<file path="config.mk">
export PLATFORM = sky130hd
export DESIGN_NAME = control_unit_flat
export DESIGN_NICKNAME = d
export VERILOG_FILES = /design/src/rtl/control_unit_if.sv /design/src/rtl/control_unit.sv /design/src/flat_wrapper.sv
export SDC_FILE = /design/constraint.sdc
export NUM_CORES = 1
export LEC_CHECK = 0
export ABC_AREA = 0
export CAP_MARGIN = 25
export CORE_ASPECT_RATIO = 1.4
export CORE_MARGIN = 4
export CORE_UTILIZATION = 39
export DETAILED_ROUTE_END_ITERATION = 6
export GPL_ROUTABILITY_DRIVEN = 0
export PLACE_DENSITY_LB_ADDON = 0.15
export SETUP_SLACK_MARGIN = 0.4
export SYNTH_ARGS = -nofsm -noshare
export SYNTH_HDL_FRONTEND = slang
export SYNTH_SLANG_ARGS = --single-unit
export TNS_END_PERCENT = 10
</file>
<file path="constraint.sdc">
create_clock -name Clock -period 3 [get_ports Clock]
set_input_delay 0.45 -clock Clock [delete_from_list [all_inputs] [get_ports Clock]]
set_output_delay 0.45 -clock Clock [all_outputs]
set_load 0.01 [all_outputs]
</file>
<file path="src/rtl/control_unit_if.sv">
// control_unit_if: groups the sequencer's datapath-facing signals.
//   irOut, branchCompare, mem_ready : status from data_path / memory
//   PCout .. Write                  : 1-bit control strobes to data_path
//   op                              : ALU operation code (OPW bits)
//   run                             : high while the sequencer executes
// modport master: the control unit; modport slave: the datapath side.
interface control_unit_if #(parameter int OPW = 5);
  logic [31:0]    irOut;
  logic           branchCompare;
  logic           mem_ready;

  logic PCout, Zhighout, Zlowout, MDRout, HIout, LOout, InPortout, Cout, BAout, Rout;
  logic Gra, Grb, Grc, Rin;
  logic PCin, IncPC, MARin, MDRin, IRin, Yin, HIin, LOin, ZHighin, Zlowin, CONin, OutPortin;
  logic Read, Write;
  logic [OPW-1:0] op;
  logic           run;

  modport master (
    input  irOut, branchCompare, mem_ready,
    output PCout, Zhighout, Zlowout, MDRout, HIout, LOout, InPortout, Cout, BAout, Rout,
           Gra, Grb, Grc, Rin,
           PCin, IncPC, MARin, MDRin, IRin, Yin, HIin, LOin, ZHighin, Zlowin, CONin, OutPortin,
           Read, Write, op, run
  );

  modport slave (
    output irOut, branchCompare, mem_ready,
    input  PCout, Zhighout, Zlowout, MDRout, HIout, LOout, InPortout, Cout, BAout, Rout,
           Gra, Grb, Grc, Rin,
           PCin, IncPC, MARin, MDRin, IRin, Yin, HIin, LOin, ZHighin, Zlowin, CONin, OutPortin,
           Read, Write, op, run
  );
endinterface

</file>
<file path="src/rtl/control_unit.sv">
// control_unit: hardwired Moore control sequencer for the mini CPU data_path.
// Steps through fetch (T0-T2) and per-opcode execute states (T3-T7), stalls
// on mem_ready during memory cycles and parks in HALT on the halt opcode.
// Ports:
//   Clock : rising-edge clock
//   clear : asynchronous active-low reset (forces RESET, all outputs 0)
//   bus   : control_unit_if.master (irOut/branchCompare/mem_ready in,
//           control strobes, op and run out)
module control_unit #(
  parameter int OPW = 5
) (
  input  logic            Clock,
  input  logic            clear,
  control_unit_if.master  bus
);

  typedef enum logic [3:0] {
    RESET, T0, T1, T2, T3, T4, T5, T6, T7, HALT
  } state_t;

  typedef enum logic [4:0] {
    OP_LD   = 5'b00000, OP_LDI  = 5'b00001, OP_ST   = 5'b00010,
    OP_ADD  = 5'b00011, OP_SUB  = 5'b00100, OP_AND  = 5'b00101,
    OP_OR   = 5'b00110, OP_ROR  = 5'b00111, OP_ROL  = 5'b01000,
    OP_SHR  = 5'b01001, OP_SHRA = 5'b01010, OP_SHL  = 5'b01011,
    OP_ADDI = 5'b01100, OP_ANDI = 5'b01101, OP_ORI  = 5'b01110,
    OP_DIV  = 5'b01111, OP_MUL  = 5'b10000, OP_NEG  = 5'b10001,
    OP_NOT  = 5'b10010, OP_BR   = 5'b10011, OP_JR   = 5'b10101,
    OP_IN   = 5'b10110, OP_OUT  = 5'b10111, OP_MFHI = 5'b11000,
    OP_MFLO = 5'b11001, OP_NOP  = 5'b11010, OP_HALT = 5'b11011
  } opcode_t;

  state_t         state, next_state;
  logic [OPW-1:0] opc;
  logic [OPW-1:0] imm_op;
  logic           is_rtype, is_imm, is_addr, is_muldiv, is_negnot, is_br;
  logic           unused_ir;

  assign opc       = bus.irOut[31:32-OPW];
  assign unused_ir = ^bus.irOut[31-OPW:0];

  assign is_rtype  = (opc >= OP_ADD) && (opc <= OP_SHL);
  assign is_imm    = (opc >= OP_ADDI) && (opc <= OP_ORI);
  assign is_addr   = (opc == OP_LD) || (opc == OP_LDI) || (opc == OP_ST);
  assign is_muldiv = (opc == OP_MUL) || (opc == OP_DIV);
  assign is_negnot = (opc == OP_NEG) || (opc == OP_NOT);
  assign is_br     = (opc == OP_BR);

  // Immediate forms reuse the ALU code of their register counterpart.
  always_comb begin
    imm_op = OP_ADD;
    if (opc == OP_ANDI) imm_op = OP_AND;
    else if (opc == OP_ORI) imm_op = OP_OR;
  end

  always_ff @(posedge Clock or negedge clear) begin
    if (!clear) state <= RESET;
    else        state <= next_state;
  end

  always_comb begin
    next_state    = state;
    bus.PCout     = 1'b0; bus.Zhighout = 1'b0; bus.Zlowout   = 1'b0;
    bus.MDRout    = 1'b0; bus.HIout    = 1'b0; bus.LOout     = 1'b0;
    bus.InPortout = 1'b0; bus.Cout     = 1'b0; bus.BAout     = 1'b0;
    bus.Rout      = 1'b0;
    bus.Gra       = 1'b0; bus.Grb      = 1'b0; bus.Grc       = 1'b0;
    bus.Rin       = 1'b0;
    bus.PCin      = 1'b0; bus.IncPC    = 1'b0; bus.MARin     = 1'b0;
    bus.MDRin     = 1'b0; bus.IRin     = 1'b0; bus.Yin       = 1'b0;
    bus.HIin      = 1'b0; bus.LOin     = 1'b0; bus.ZHighin   = 1'b0;
    bus.Zlowin    = 1'b0; bus.CONin    = 1'b0; bus.OutPortin = 1'b0;
    bus.Read      = 1'b0; bus.Write    = 1'b0;
    bus.op        = '0;
    bus.run       = (state != RESET) && (state != HALT);

    case (state)
      RESET: next_state = T0;

      T0: begin
        bus.PCout = 1'b1; bus.MARin = 1'b1; bus.IncPC = 1'b1;
        bus.ZHighin = 1'b1; bus.Zlowin = 1'b1;
        next_state = T1;
      end

      T1: begin
        bus.Zlowout = 1'b1; bus.PCin = 1'b1; bus.Read = 1'b1; bus.MDRin = 1'b1;
        if (bus.mem_ready) next_state = T2;
      end

      T2: begin
        bus.MDRout = 1'b1; bus.IRin = 1'b1;
        next_state = T3;
      end

      T3: begin
        next_state = T4;
        if (is_rtype || is_imm) begin
          bus.Grb = 1'b1; bus.Rout = 1'b1; bus.Yin = 1'b1;
        end else if (is_addr) begin
          bus.Grb = 1'b1; bus.BAout = 1'b1; bus.Yin = 1'b1;
        end else if (is_muldiv) begin
          bus.Gra = 1'b1; bus.Rout = 1'b1; bus.Yin = 1'b1;
        end else if (is_negnot) begin
          bus.Grb = 1'b1; bus.Rout = 1'b1; bus.op = opc;
          bus.ZHighin = 1'b1; bus.Zlowin = 1'b1;
        end else if (is_br) begin
          bus.Gra = 1'b1; bus.Rout = 1'b1; bus.CONin = 1'b1;
        end else begin
          // Single-step opcodes; unknown codes fall through as nop.
          next_state = T0;
          case (opc)
            OP_JR:   begin bus.Gra = 1'b1; bus.Rout = 1'b1; bus.PCin = 1'b1; end
            OP_IN:   begin bus.InPortout = 1'b1; bus.Gra = 1'b1; bus.Rin = 1'b1; end
            OP_OUT:  begin bus.Gra = 1'b1; bus.Rout = 1'b1; bus.OutPortin = 1'b1; end
            OP_MFHI: begin bus.HIout = 1'b1; bus.Gra = 1'b1; bus.Rin = 1'b1; end
            OP_MFLO: begin bus.LOout = 1'b1; bus.Gra = 1'b1; bus.Rin = 1'b1; end
            OP_HALT: next_state = HALT;
            default: ;
          endcase
        end
      end

      T4: begin
        next_state = T5;
        if (is_rtype) begin
          bus.Grc = 1'b1; bus.Rout = 1'b1; bus.op = opc;
          bus.ZHighin = 1'b1; bus.Zlowin = 1'b1;
        end else if (is_imm) begin
          bus.Cout = 1'b1; bus.op = imm_op;
          bus.ZHighin = 1'b1; bus.Zlowin = 1'b1;
        end else if (is_addr) begin
          bus.Cout = 1'b1; bus.op = OP_ADD;
          bus.ZHighin = 1'b1; bus.Zlowin = 1'b1;
        end else if (is_muldiv) begin
          bus.Grb = 1'b1; bus.Rout = 1'b1; bus.op = opc;
          bus.ZHighin = 1'b1; bus.Zlowin = 1'b1;
        end else if (is_negnot) begin
          bus.Zlowout = 1'b1; bus.Gra = 1'b1; bus.Rin = 1'b1;
          next_state = T0;
        end else if (is_br) begin
          bus.PCout = 1'b1; bus.Yin = 1'b1;
        end else begin
          next_state = T0;
        end
      end

      T5: begin
        next_state = T6;
        if (is_rtype || is_imm || opc == OP_LDI) begin
          bus.Zlowout = 1'b1; bus.Gra = 1'b1; bus.Rin = 1'b1;
          next_state = T0;
        end else if (opc == OP_LD || opc == OP_ST) begin
          bus.Zlowout = 1'b1; bus.MARin = 1'b1;
        end else if (is_muldiv) begin
          bus.Zlowout = 1'b1; bus.LOin = 1'b1;
        end else if (is_br) begin
          bus.Cout = 1'b1; bus.op = OP_ADD;
          bus.ZHighin = 1'b1; bus.Zlowin = 1'b1;
        end else begin
          next_state = T0;
        end
      end

      T6: begin
        next_state = T0;
        if (opc == OP_LD) begin
          bus.Read = 1'b1; bus.MDRin = 1'b1;
          next_state = bus.mem_ready ? T7 : T6;
        end else if (opc == OP_ST) begin
          bus.Gra = 1'b1; bus.Rout = 1'b1; bus.MDRin = 1'b1;
          next_state = T7;
        end else if (is_muldiv) begin
          bus.Zhighout = 1'b1; bus.HIin = 1'b1;
        end else if (is_br) begin
          bus.Zlowout = bus.branchCompare;
          bus.PCin    = bus.branchCompare;
        end
      end

      T7: begin
        next_state = T0;
        if (opc == OP_LD) begin
          bus.MDRout = 1'b1; bus.Gra = 1'b1; bus.Rin = 1'b1;
        end else if (opc == OP_ST) begin
          bus.Write = 1'b1;
          if (!bus.mem_ready) next_state = T7;
        end
      end

      HALT: next_state = HALT;

      default: next_state = RESET;
    endcase
  end

endmodule
</file>
<file path="src/flat_wrapper.sv">
// flat-port wrapper written by rule: the top's interface ports become plain ports
module control_unit_flat 
#(
  parameter int OPW = 5
)
  (Clock, clear, bus_irOut, bus_branchCompare, bus_mem_ready, bus_PCout, bus_Zhighout, bus_Zlowout, bus_MDRout, bus_HIout, bus_LOout, bus_InPortout, bus_Cout, bus_BAout, bus_Rout, bus_Gra, bus_Grb, bus_Grc, bus_Rin, bus_PCin, bus_IncPC, bus_MARin, bus_MDRin, bus_IRin, bus_Yin, bus_HIin, bus_LOin, bus_ZHighin, bus_Zlowin, bus_CONin, bus_OutPortin, bus_Read, bus_Write, bus_op, bus_run);
  control_unit_if #(.OPW(OPW)) bus_i ();
  input  logic Clock;
  input  logic clear;
  input wire logic [$bits(bus_i.irOut)-1:0] bus_irOut;
  input wire logic [$bits(bus_i.branchCompare)-1:0] bus_branchCompare;
  input wire logic [$bits(bus_i.mem_ready)-1:0] bus_mem_ready;
  output wire logic [$bits(bus_i.PCout)-1:0] bus_PCout;
  output wire logic [$bits(bus_i.Zhighout)-1:0] bus_Zhighout;
  output wire logic [$bits(bus_i.Zlowout)-1:0] bus_Zlowout;
  output wire logic [$bits(bus_i.MDRout)-1:0] bus_MDRout;
  output wire logic [$bits(bus_i.HIout)-1:0] bus_HIout;
  output wire logic [$bits(bus_i.LOout)-1:0] bus_LOout;
  output wire logic [$bits(bus_i.InPortout)-1:0] bus_InPortout;
  output wire logic [$bits(bus_i.Cout)-1:0] bus_Cout;
  output wire logic [$bits(bus_i.BAout)-1:0] bus_BAout;
  output wire logic [$bits(bus_i.Rout)-1:0] bus_Rout;
  output wire logic [$bits(bus_i.Gra)-1:0] bus_Gra;
  output wire logic [$bits(bus_i.Grb)-1:0] bus_Grb;
  output wire logic [$bits(bus_i.Grc)-1:0] bus_Grc;
  output wire logic [$bits(bus_i.Rin)-1:0] bus_Rin;
  output wire logic [$bits(bus_i.PCin)-1:0] bus_PCin;
  output wire logic [$bits(bus_i.IncPC)-1:0] bus_IncPC;
  output wire logic [$bits(bus_i.MARin)-1:0] bus_MARin;
  output wire logic [$bits(bus_i.MDRin)-1:0] bus_MDRin;
  output wire logic [$bits(bus_i.IRin)-1:0] bus_IRin;
  output wire logic [$bits(bus_i.Yin)-1:0] bus_Yin;
  output wire logic [$bits(bus_i.HIin)-1:0] bus_HIin;
  output wire logic [$bits(bus_i.LOin)-1:0] bus_LOin;
  output wire logic [$bits(bus_i.ZHighin)-1:0] bus_ZHighin;
  output wire logic [$bits(bus_i.Zlowin)-1:0] bus_Zlowin;
  output wire logic [$bits(bus_i.CONin)-1:0] bus_CONin;
  output wire logic [$bits(bus_i.OutPortin)-1:0] bus_OutPortin;
  output wire logic [$bits(bus_i.Read)-1:0] bus_Read;
  output wire logic [$bits(bus_i.Write)-1:0] bus_Write;
  output wire logic [$bits(bus_i.op)-1:0] bus_op;
  output wire logic [$bits(bus_i.run)-1:0] bus_run;
  assign bus_i.irOut = bus_irOut;
  assign bus_i.branchCompare = bus_branchCompare;
  assign bus_i.mem_ready = bus_mem_ready;
  assign bus_PCout = bus_i.PCout;
  assign bus_Zhighout = bus_i.Zhighout;
  assign bus_Zlowout = bus_i.Zlowout;
  assign bus_MDRout = bus_i.MDRout;
  assign bus_HIout = bus_i.HIout;
  assign bus_LOout = bus_i.LOout;
  assign bus_InPortout = bus_i.InPortout;
  assign bus_Cout = bus_i.Cout;
  assign bus_BAout = bus_i.BAout;
  assign bus_Rout = bus_i.Rout;
  assign bus_Gra = bus_i.Gra;
  assign bus_Grb = bus_i.Grb;
  assign bus_Grc = bus_i.Grc;
  assign bus_Rin = bus_i.Rin;
  assign bus_PCin = bus_i.PCin;
  assign bus_IncPC = bus_i.IncPC;
  assign bus_MARin = bus_i.MARin;
  assign bus_MDRin = bus_i.MDRin;
  assign bus_IRin = bus_i.IRin;
  assign bus_Yin = bus_i.Yin;
  assign bus_HIin = bus_i.HIin;
  assign bus_LOin = bus_i.LOin;
  assign bus_ZHighin = bus_i.ZHighin;
  assign bus_Zlowin = bus_i.Zlowin;
  assign bus_CONin = bus_i.CONin;
  assign bus_OutPortin = bus_i.OutPortin;
  assign bus_Read = bus_i.Read;
  assign bus_Write = bus_i.Write;
  assign bus_op = bus_i.op;
  assign bus_run = bus_i.run;
  control_unit #(.OPW(OPW)) u_core (.Clock(Clock), .clear(clear), .bus(bus_i));
endmodule
</file>
Yosys cells after proc, flatten, opt, wreduce, memory -nomap -nowiden
Cells that the tools add are included.
- input bits: 36
- register bits: 4
- output and inout bits: 34
- word-level logic and storage cells: 209
- order comparisons: 4
- reductions and logical operators: 16
- multiplexer cells: 162
- eq/ne operators: 26
- operator list (kind ; count):
    $mux W1 ; 109
    $mux W4 ; 21
    $mux W5 ; 11
    $eq A5 B5 Y1 const B ; 10
    $pmux W4 S10 ; 1
    $eq A4 B3 Y1 const B ; 4
    $pmux W1 S2 ; 8
    $eq A5 B4 Y1 const B ; 3
    $pmux W5 S3 ; 1
    $mux W3 ; 4
    $pmux W1 S4 ; 3
    $le A5 B4 Y1 const B ; 2
    $eq A4 B2 Y1 const B ; 2
    $eq A4 B4 Y1 const B ; 2
    $logic_or A1 B1 Y1 ; 7
    $pmux W1 S3 ; 2
    $eq A5 B1 Y1 const B ; 1
    $eq A5 B2 Y1 const B ; 1
    $ge A5 B2 Y1 const B ; 1
    $ge A5 B4 Y1 const B ; 1
    $logic_not A5 Y1 ; 1
    $pmux W1 S5 ; 1
    $reduce_or A5 Y1 ; 1
    $eq A4 B1 Y1 const B ; 1
    other kinds (8) ; 10

Depth between registers and ports, before layout
Gate-level depths: netlist of the first run.
- depth after elaboration: 9
- mapped depth: 7
- depth with buffers taken out: 4

Worst setup path before layout of the first run
OpenSTA, ideal clock, no wires.
- path type: input-to-output
- from: in bus_irOut[27]
- to: out bus_op[3]
- path buffers: 1
- stages on the path: 5
- arrival time: 1.651 ns
- required time: 2.550 ns
- path slack: 0.899 ns
- cells stage by stage: buf_6 -> or4b_2 -> a21oi_1 -> o21ai_0 -> a21oi_1
- cells in the longest elaborated chain, start to end: 7
- elaborated cells on any way between the ends: 31
- those cells by class: order compare (4); eq/ne (6); mux (11); reduce/logical (10)
- RTL lines (item ; line ; text):
    start, declared ; flat_wrapper.sv:10 ; input wire logic [$bits(bus_i.irOut)-1:0] bus_irOut;
    $eq A5 B5 Y1, or another cell as far along ; control_unit.sv:45 ; assign is_muldiv = (opc == OP_MUL) || (opc == OP_DIV);
    $logic_or A1 B1 Y1, on equally long branches ; control_unit.sv:45, control_unit.sv:44, control_unit.sv:46 ;
    $mux W5, or another cell as far along ; control_unit.sv:135 ; end else if (is_muldiv) begin
    $mux W5, on equally long branches ; control_unit.sv:132, control_unit.sv:102 ;
    $mux W5, on equally long branches ; control_unit.sv:129, control_unit.sv:100 ;
    $mux W5, on equally long branches ; control_unit.sv:126, control_unit.sv:98 ;
    $pmux W5 S3 * ; control_unit.sv:77 ; case (state)
    end, declared ; flat_wrapper.sv:41 ; output wire logic [$bits(bus_i.op)-1:0] bus_op;
Mark *: on every way between the ends. The rest lies on a longest branch, timed or not.

Worst setup path in the final report of the first run
- from: in bus_irOut[31]
- to: out bus_op[3]
Same word-level chain as after synthesis.

==> impl_metrics.env, run 1 <==
export IMPL_outcome="finished clean"
export IMPL_place_ws_ns=-0.1678
export IMPL_r2r_end="u_core.state[3]"
export IMPL_route_detailed_drc=0
export IMPL_start_util_pct=40.45
export IMPL_finalSetupViolCount=0
export IMPL_vias=1854
export IMPL_async_reset_ff_share_pct=100.0
export IMPL_p_sw_uw=472.0
export IMPL_cts_tree="built"
export IMPL_leakage_nw=0.8568
export IMPL_ys_flop_type="dfrtp_1"
export IMPL_setup_ws_ns=0.1777
export IMPL_synth_area_per_cell_um2=6.384
export IMPL_internal_power_uw=548.5
export IMPL_crit_required_ns=2.55
export IMPL_antenna_found_initial=0
export IMPL_grt_pass1_vias=1855
export IMPL_combPwrFrac_pct=77.9
export IMPL_ios=70
export IMPL_timing_slew_headroom_pct=72.33
export IMPL_core_area_um2=3093
export IMPL_dp_cells=293
export IMPL_ir_drop_mv=0.3379
export IMPL_grt_pass1_wl_um=8666
export IMPL_cp_top_family="buffers and inverters"
export IMPL_drt_total_wl_um=5274
export IMPL_clock_skew_ns=0.004211
export IMPL_syn_num_nets=232
export IMPL_drtIter0Drc=96
export IMPL_die_h_um=75.02
export IMPL_die_x_um=55.87
export IMPL_path_cells="clkdlybuf4s50_1, or4b_2, a21oi_1, o21ai_0, a21oi_1, dlygate4sd2_1"
export IMPL_hold_viol=0
export IMPL_synth_warnings=0
export IMPL_area_delta_synth_final_pct=63.70
export IMPL_rsz0062_at_grt="yes"
export IMPL_grt_overflow_total=0
export IMPL_tightest_slew_ns=0.4150
export IMPL_largest_reg_flops=4
export IMPL_portBuffers=42
export IMPL_top_regs="u_core.state (4)"
export IMPL_synth_area_um2=1251
export IMPL_clockRootBuffer="clkbuf_8"
export IMPL_p_seq_share_pct=10.7
export IMPL_dp_hpwl_um=3980
export IMPL_crit_cells=6
export IMPL_cp_arrival_ns=2.37
export IMPL_avgRoutedWirePerCell_um=17.46
export IMPL_synth_cell_type_count=59
export IMPL_num_rows=24
export IMPL_fin_crit_ns=2.822
export IMPL_die_area_um2=4191
export IMPL_setup_tns_ns=0
export IMPL_ant_nets=0
export IMPL_whs_ns=0.4492
export IMPL_layout_cells_non_filler=302
export IMPL_numCtsBuffers=3
export IMPL_maxSlewViolCount=0
export IMPL_h_tree_depth=1
export IMPL_period_share_pct=94.08
export IMPL_grt_usage_pct=25.48
export IMPL_clk_latency_ns=0.22
export IMPL_timing_critical_path_buf_inv=2
export IMPL_synth_seq_area_share_pct=8.000
export IMPL_rrSetupSlack_ns=1.03
export IMPL_cts_buffer_depth=2
export IMPL_drtPass1Iterations=6
export IMPL_hp_class="input pin to asynchronous set/reset pin"
export IMPL_start_kind="input pin"
export IMPL_grt_start_max_net_pins=16
export IMPL_switching_share_pct=46.25
export IMPL_cpMostUsedCell="a21oi_1"
export IMPL_cpPeakStageDelay_ns=0.60
export IMPL_critical_path_class="input pin to output port"
export IMPL_clock_fmax_ghz=0.3543
export IMPL_regMostFlops="u_core.state"
export IMPL_n_antenna_cell=0
export IMPL_p_per_area_nw_per_um2=498.3
export IMPL_syn_inst=196
export IMPL_r2r_start="u_core.state[1]"
export IMPL_end_kind="output port"
export IMPL_synth_edf_count=0
export IMPL_slowest_stage="or4b_2"
export IMPL_drive_above_1_share_pct=25.48
export IMPL_power_total_mw=1.021
export IMPL_clock_sinks=4
export IMPL_detail_route_vias_per_cell=6.139
export IMPL_synth_seq_cells=4
export IMPL_path_max_fanout=3
export IMPL_r2r_cells=5
export IMPL_clkPwrFrac_pct=11.4
export IMPL_maxCapViolCount=0
export IMPL_cts_clk_slew_worst_paths_ns=0.04
export IMPL_nNetsFinal=301
cells by family (layout without fill, tap and decap cells):
family                 after synthesis  after routing  share of synthesized area (%)
AND/OR/NAND/NOR                     97             97                          43.20
flip-flops                           4              4                          8.000
XOR/XNOR                             4              4                          2.801
buffers and inverters               29             96                          12.60
AO/OA/AOI/OAI                       62             62                          33.40
cells in the final DEF (no fill, tap or decap), types with 5 or more instances in the layout:
cell type	count
o21ai_0	11
o22ai_1	6
nand3_1	10
nand2_1	16
inv_1	5
nor2_1	21
dlygate4sd2_1	12
a21oi_1	14
nor3_1	12
nand2b_1	7
a31oi_1	5
clkdlybuf4s50_1	27
buf_4	41
worst max-delay path by stage:
stage                        startpoint        end
after CTS                 bus_irOut[31]  bus_HIout
after global placement    bus_irOut[27]  bus_op[3]
after floorplan           bus_irOut[27]  bus_op[3]
final                     bus_irOut[31]  bus_op[3]
after detailed placement  bus_irOut[27]  bus_op[3]
after global routing      bus_irOut[31]   bus_HIin
through the flow:
| step | area, um^2 | util (%) |
|---|---|---|
| floorplan | 1251 | - |
| global placement | 1878 | 60.72 |
| detailed placement | 1878 | 60.72 |
| CTS | 2028 | 65.57 |
| global route | 2048 | 66.22 |
| finish | 2048 | 66.22 |
power groups by stage:
stage               Clock [mW]  Sequential (mW)  Combinational (mW)
floorplan                    0           0.0845               0.452
detailed placement           0            0.107               0.777
finish                   0.116            0.109               0.795
CTS                      0.120            0.109               0.787
global route             0.122            0.115               0.865
global placement             0            0.106               0.768
final cells by class:
type	instances	area, um^2
Timing Repair Buffer	87	793.3
Sequential cell	4	101.3
Multi-Input combinational cell	163	1040
Fill cell	267	1045
Clock buffer	3	41.29
Inverter	6	23.77
Tap cell	39	48.80
layer usage:
metal	vias to the layer above	global-route usage, %	wire length, um
met5	-	0	0
met4	0	11.87	207
met3	23	3.774	377
met2	101	47.11	2739
met1	866	29.09	1949
li1	864	-	-
cell usage after synthesis, types with 2 or more instances:
library cell	instances	area [um^2]
buf_2	11	55.05
o32ai_1	3	26.28
o211ai_1	3	22.52
o31ai_1	2	15.01
clkbuf_1	2	7.510
nand3_1	10	50.05
a21oi_1	15	75.07
or2_2	2	12.51
a31oi_1	5	31.28
nor3_1	12	60.06
nand2_1	16	60.06
nor2b_1	3	18.77
nand3b_1	3	22.52
nor4_1	3	18.77
nor2_1	21	78.83
or3_1	2	12.51
xnor2_1	3	26.28
o22ai_1	6	37.54
o32a_1	2	20.02
inv_1	5	18.77
dfrtp_1	4	100.1
o21ai_0	11	55.05
buf_1	3	11.26
or3b_2	2	17.52
nand4_1	3	18.77
buf_4	3	22.52
buf_6	3	33.78
nand2b_1	7	43.79
timing repair:
item                       CTS  global route
cloned                       1             0
hold buffers                 0             0
pin swaps                    2             1
setup endpoints to repair   30            29
gates resized for setup     29             2
hold endpoints to repair     0             0
setup buffers                3             2
Note: power is estimated with default switching activity, not from simulation.
==> inputs of run 2 (changes only) <==
Settings changed: CAP_MARGIN 25 to 20.
==> results of run 2 <==
The final DEF is identical to that of run 1; final timing and power are the same.
